## config.mk

```make
export PLATFORM = sky130hd
export DESIGN_NAME = mux_rr_arbiter
export DESIGN_NICKNAME = d
export VERILOG_FILES = /design/src/rtl/mux_arb_pkg.sv /design/src/rtl/rr_pick.sv /design/src/rtl/mux_rr_arbiter.sv
export SDC_FILE = /design/constraint.sdc
export NUM_CORES = 1
export LEC_CHECK = 0
export ABC_CLOCK_PERIOD_IN_PS = 1900
export CELL_PAD_IN_SITES_DETAIL_PLACEMENT = 1
export CELL_PAD_IN_SITES_GLOBAL_PLACEMENT = 1
export CORE_UTILIZATION = 33
export CTS_BUF_LIST = sky130_fd_sc_hd__clkbuf_2 sky130_fd_sc_hd__clkbuf_4 sky130_fd_sc_hd__clkbuf_8
export CTS_CLUSTER_SIZE = 20
export DETAILED_ROUTE_END_ITERATION = 8
export PLACE_DENSITY = 0.77
export SKIP_CTS_REPAIR_TIMING = 1
export SLEW_MARGIN = 20
export SYNTH_ARGS = -nofsm -noshare
export SYNTH_HDL_FRONTEND = slang
export SYNTH_HIERARCHICAL = 1
export SYNTH_SLANG_ARGS = --single-unit
```

## constraint.sdc

```tcl
create_clock -name clk -period 1.9 [get_ports clk]
set_input_delay 0.19 -clock clk [delete_from_list [all_inputs] [get_ports clk]]
set_output_delay 0.19 -clock clk [all_outputs]
set_load 0.01 [all_outputs]
```

## src/rtl/mux_arb_pkg.sv

```systemverilog
// Shared types, sizes and helpers for the round-robin mux arbiter.
//   NREQ        number of requesters sharing the 4:1 mux
//   SEL_W       width of the mux select / requester index
//   state_t     arbiter state (IDLE, BUSY)
//   idx_to_sel  requester index -> {address0, address1}
//   idx_to_onehot requester index -> one-hot grant vector
package mux_arb_pkg;

    localparam int unsigned NREQ  = 4;
    localparam int unsigned SEL_W = 2;

    typedef enum logic {
        IDLE = 1'b0,
        BUSY = 1'b1
    } state_t;

    // Select bits are the index itself: address0 is the MSB, address1 the LSB.
    function automatic logic [SEL_W-1:0] idx_to_sel(input logic [SEL_W-1:0] idx);
        return idx;
    endfunction

    function automatic logic [NREQ-1:0] idx_to_onehot(input logic [SEL_W-1:0] idx);
        return NREQ'(1) << idx;
    endfunction

endpackage

```

## src/rtl/rr_pick.sv

```systemverilog
// Rotating priority encoder: returns the first requester at or after 'start'
// (wrapping mod NREQ), optionally ignoring requester 'excl'.
//   req      in   NREQ   request vector
//   start    in   SEL_W  index searched first
//   excl_en  in   1      enable exclusion of 'excl'
//   excl     in   SEL_W  index to exclude (current holder)
//   any      out  1      a winner exists
//   idx      out  SEL_W  winner index (0 when none)
module rr_pick
    import mux_arb_pkg::*;
(
    input  logic [NREQ-1:0]  req,
    input  logic [SEL_W-1:0] start,
    input  logic             excl_en,
    input  logic [SEL_W-1:0] excl,
    output logic             any,
    output logic [SEL_W-1:0] idx
);

    logic [NREQ-1:0]  w_req;
    logic [SEL_W-1:0] w_cand;

    // Linear scan from 'start'; index arithmetic wraps naturally in SEL_W bits.
    always_comb begin
        w_req  = excl_en ? (req & ~idx_to_onehot(excl)) : req;
        any    = 1'b0;
        idx    = '0;
        w_cand = '0;
        for (int unsigned i = 0; i < NREQ; i++) begin
            w_cand = start + SEL_W'(i);
            if (!any && w_req[w_cand]) begin
                any = 1'b1;
                idx = w_cand;
            end
        end
    end

endmodule

```

## src/rtl/mux_rr_arbiter.sv

```systemverilog
// Round-robin arbiter sharing a 4:1 structural mux between four requesters.
// Grants one source at a time, drives the mux selects to match, and forces
// rotation through a hold timer when the holder keeps the path while others wait.
//   clk        in   1  rising-edge clock
//   rst_n      in   1  asynchronous active-low reset
//   req        in   4  request per source
//   grant      out  4  one-hot grant, 0 when idle
//   address0   out  1  mux select MSB
//   address1   out  1  mux select LSB
//   sel_valid  out  1  grant != 0
//   expired    out  1  one-cycle pulse on hold-timer preemption
module mux_rr_arbiter
    import mux_arb_pkg::*;
#(
    parameter int unsigned MAX_HOLD = 8,
    parameter int unsigned CNT_W    = 4
) (
    input  logic            clk,
    input  logic            rst_n,
    input  logic [NREQ-1:0] req,
    output logic [NREQ-1:0] grant,
    output logic            address0,
    output logic            address1,
    output logic            sel_valid,
    output logic            expired
);

    // Saturation point of the hold counter; unused when MAX_HOLD is 0.
    localparam int unsigned HOLD_LIM = (MAX_HOLD == 0) ? 0 : MAX_HOLD - 1;

    state_t           r_state;
    logic [NREQ-1:0]  r_grant;
    logic             r_addr0;
    logic             r_addr1;
    logic             r_sel_valid;
    logic             r_expired;
    logic [SEL_W-1:0] r_last;
    logic [CNT_W-1:0] r_hold;

    logic             w_busy;
    logic             w_any;
    logic [SEL_W-1:0] w_idx;
    logic             w_holder_drop;
    logic             w_at_limit;
    logic             w_preempt;
    logic             w_take;

    // r_last doubles as the current holder while BUSY.
    assign w_busy = (r_state == BUSY);

    rr_pick u_pick (
        .req     (req),
        .start   (r_last + SEL_W'(1)),
        .excl_en (w_busy),
        .excl    (r_last),
        .any     (w_any),
        .idx     (w_idx)
    );

    // Decision terms for the next edge, in priority order: holder release, then timer.
    always_comb begin
        w_holder_drop = w_busy && !req[r_last];
        w_at_limit    = (MAX_HOLD != 0) && (r_hold == CNT_W'(HOLD_LIM));
        w_preempt     = w_busy && !w_holder_drop && w_at_limit && w_any;
        w_take        = w_any && (!w_busy || w_holder_drop || w_preempt);
    end

    // State, grant/select, hold counter and expired pulse registers.
    always_ff @(posedge clk or negedge rst_n) begin
        if (!rst_n) begin
            r_state     <= IDLE;
            r_grant     <= '0;
            r_addr0     <= 1'b0;
            r_addr1     <= 1'b0;
            r_sel_valid <= 1'b0;
            r_expired   <= 1'b0;
            r_last      <= SEL_W'(NREQ - 1);
            r_hold      <= '0;
        end else begin
            r_expired <= w_preempt;
            if (w_take) begin
                r_state            <= BUSY;
                r_grant            <= idx_to_onehot(w_idx);
                {r_addr0, r_addr1} <= idx_to_sel(w_idx);
                r_sel_valid        <= 1'b1;
                r_last             <= w_idx;
                r_hold             <= '0;
            end else if (w_holder_drop) begin
                // Selects keep their last value so the mux output stays stable.
                r_state     <= IDLE;
                r_grant     <= '0;
                r_sel_valid <= 1'b0;
            end else if (w_busy && (MAX_HOLD != 0) && !w_at_limit) begin
                r_hold <= r_hold + CNT_W'(1);
            end
        end
    end

    assign grant     = r_grant;
    assign address0  = r_addr0;
    assign address1  = r_addr1;
    assign sel_valid = r_sel_valid;
    assign expired   = r_expired;

endmodule

```

==> results.json <==
{
  "ys_seq_area_frac": 0.4332,
  "cp-startpoint": "r_last[0]$_DFFE_PN1P_",
  "start_util": 0.3579,
  "cp.arrival_ns": 2.09,
  "drv_cap": 0,
  "clk_pin_slew_ns": 0.10,
  "switching_share": 0.3940,
  "ctsLongestPathBuffers": 2,
  "syn_inst": 83,
  "ys_top_cells_by_count": "dfrtp_1, inv_1, nand2_1",
  "reg2reg_to": "address0$_DFFE_PN0P_",
  "synth_top_area_cell": "dfrtp_1",
  "clock_sinks": 14,
  "critical-path-max-stage-delay_ns": 0.62,
  "path_depth": 3,
  "hold_path_class": "primary input to async pin",
  "antenna_found_initial": 0,
  "p_leak_nw": 0.5102,
  "p_seq_frac": 0.253,
  "core_area_um2": 2276,
  "dieHeight_um": 51.68,
  "cts_tree": "done",
  "clock-root-buffer": "clkbuf_4",
  "r2r_start": "r_last[0]$_DFFE_PN1P_",
  "post-route-util": 0.5118,
  "drc": 0,
  "core.rowCount": 17,
  "layout-drive-gt1-share": 0.3241,
  "fill_cells": 264,
  "gp_congestion": 0.7767,
  "synth.most_common_cell": "dfrtp_1",
  "cp_max_fo": 6,
  "ir_drop_mv": 0.8643,
  "synthDistinctLibCells": 34,
  "routed_wl_um": 2029,
  "hold_viol": 0,
  "drtIter0Drc": 10,
  "synth_edf_count": 0,
  "first_global_vias": 752,
  "slowest_stage": "dfstp_2",
  "totalPowerFinal_mw": 2.132,
  "path_cells": "mux4_2 > a31o_4 > mux2_4",
  "period_share": 0.9983,
  "slew-limit-headroom": 0.5443,
  "htreeDepth": 1,
  "worstMarginPinSlew_ns": 0.6813,
  "p_clk_frac": 0.107,
  "synth_ff_type": "dfrtp_1",
  "setup_viol": 0,
  "io_buffer_count": 13,
  "grt_max_degree": 15,
  "grt.total_usage": 0.1652,
  "syn-num-nets": 90,
  "status": "complete, no violations",
  "fin_crit_ns": 1.897,
  "cts_buffers": 3,
  "grt_pass1_wl_um": 3236,
  "powerDensity_nw_per_um2": 1831,
  "final-max-slew-violation-count": 0,
  "final_nets": 116,
  "synthToLayoutAreaGrowth_pct": 43.01,
  "syn-cell-area_um2": 814.5,
  "path_delay_family": "multiplexers",
  "synthArstFlopShare": 1.000,
  "comb_power_share": 0.640,
  "wl_per_cell_um": 14.92,
  "r2r_setup_slack_ns": 0.003,
  "rsz0062_at_grt": "yes",
  "ys_warn_count": 6,
  "internal_power_mw": 1.292,
  "ant_nets": 0,
  "path_class": "register to register",
  "netlist_top_cells_area": "dfrtp_1, dfstp_2, inv_1, o32ai_1, mux2_4",
  "grt-ovfl-total": 0,
  "clk_latency_ns": 0.29,
  "via_per_inst": 5.309,
  "endpoint": "address0$_DFFE_PN0P_",
  "die-area_um2": 2671,
  "start_kind": "register",
  "power.switching_uw": 840.2,
  "synth_top_cell_area_share": 0.3687,
  "antenna_cells": 0,
  "fin_skew_ns": 0.01293,
  "clock.fmax_ghz": 0.5272,
  "io_pins": 14,
  "die_w_um": 51.68,
  "syn_avg_cell_area_um2": 9.814,
  "vias": 722,
  "r2r_cells": 3,
  "required_ns": 2.09,
  "ys_ff_latch": 14,
  "first_pass_iters": 4,
  "hpwlAfterDp_um": 1472,
  "end_kind": "register",
  "crit_buf_inv": 0
}
per-layer routing:
metal,track usage,up-vias,wire length (um)
li1,-,352,-
met2,0.2987,12,1046
met4,0.02703,0,0
met3,0.05263,0,61
met1,0.1916,358,921
met5,0,-,0
final cells by class:
type | count | area [um^2] | share of cell area
clock buffers | 4 | 36.28 | 0.03115
multi-input cells | 58 | 498.0 | 0.4275
well taps | 28 | 35.03 | 0.03008
inverters | 10 | 37.54 | 0.03222
flip-flops and latches | 14 | 352.8 | 0.3029
repair buffers | 22 | 205.2 | 0.1762
kinds of logic (layout without fill, tap and decap cells):
group | count (synthesis) | count (layout) | share of synthesized area
compound gates | 23 | 23 | 0.1997
flops | 14 | 14 | 0.4332
fa+ha+maj | 1 | 1 | 0.01536
buf+inv | 11 | 36 | 0.05069
simple gates | 25 | 25 | 0.1613
mux | 7 | 7 | 0.1183
xor+xnor | 2 | 2 | 0.02151
power groups by stage:
| stage | Sequential (mW) | Clock [mW] | Combinational (mW) |
|---|---|---|---|
| 6_report | 0.540 | 0.228 | 1.36 |
| 5_1_grt | 0.558 | 0.248 | 1.50 |
| 4_1_cts | 0.546 | 0.236 | 1.11 |
| 3_5_place_dp | 0.551 | 0 | 1.11 |
| 3_3_place_gp | 0.540 | 0 | 1.07 |
| 2_1_floorplan | 0.550 | 0 | 0.670 |
per-stage QoR:
step	hold slack [ns]	TNS, ns	setup slack (ns)	instances	area (um^2)
after detailed placement	0.5080	-0.1639	-0.05663	131	1036
final	0.2973	0	0.003241	136	1165
after global routing	0.3385	-0.1964	-0.04169	136	1165
after CTS	0.3025	-0.1720	-0.05595	135	1072
after global placement	0.4994	0	0.001940	131	1036
after floorplan	-0.1056	0	0.01835	83	814.5
cells in the final DEF (no fill, tap or decap), types with 2 or more instances in the layout:
| cell type | n |
|---|---|
| buf_6 | 2 |
| clkbuf_4 | 3 |
| clkdlybuf4s50_1 | 13 |
| inv_1 | 9 |
| o22ai_2 | 3 |
| nand2b_1 | 3 |
| mux2_4 | 3 |
| nor2_1 | 3 |
| o21ai_1 | 4 |
| nand3b_1 | 2 |
| buf_4 | 7 |
| o32ai_2 | 4 |
| dfrtp_1 | 12 |
| a31oi_1 | 2 |
| dfstp_2 | 2 |
| nand2_1 | 7 |
| nand3_1 | 3 |
registers in the layout, indices dropped and copies added (netlist names):
register / flops
sel_valid: 1
expired: 1
r_hold: 4
grant: 4
address0: 1
r_last: 2
address1: 1
worst min path at each step:
stage | start | cells past startpoint | slack [ns] | endpoint
5_1_grt | rst_n | 1 | 0.34 | address0$_DFFE_PN0P_
4_1_cts | rst_n | 1 | 0.30 | address0$_DFFE_PN0P_
2_1_floorplan | rst_n | 0 | -0.11 | address0$_DFFE_PN0P_
6_report | rst_n | 1 | 0.30 | address1$_DFFE_PN0P_
3_3_place_gp | address1$_DFFE_PN0P_ | 1 | 0.50 | address1$_DFFE_PN0P_
3_5_place_dp | address1$_DFFE_PN0P_ | 1 | 0.51 | address1$_DFFE_PN0P_
worst register-to-register path, delay by kind of cell (launching register included):
kind / cells / cell delay [ns]
AO/OA/AOI/OAI: 1 / 0.27
flip-flops: 1 / 0.62
multiplexers: 2 / 0.90
Power figures use the tool's default switching activity.
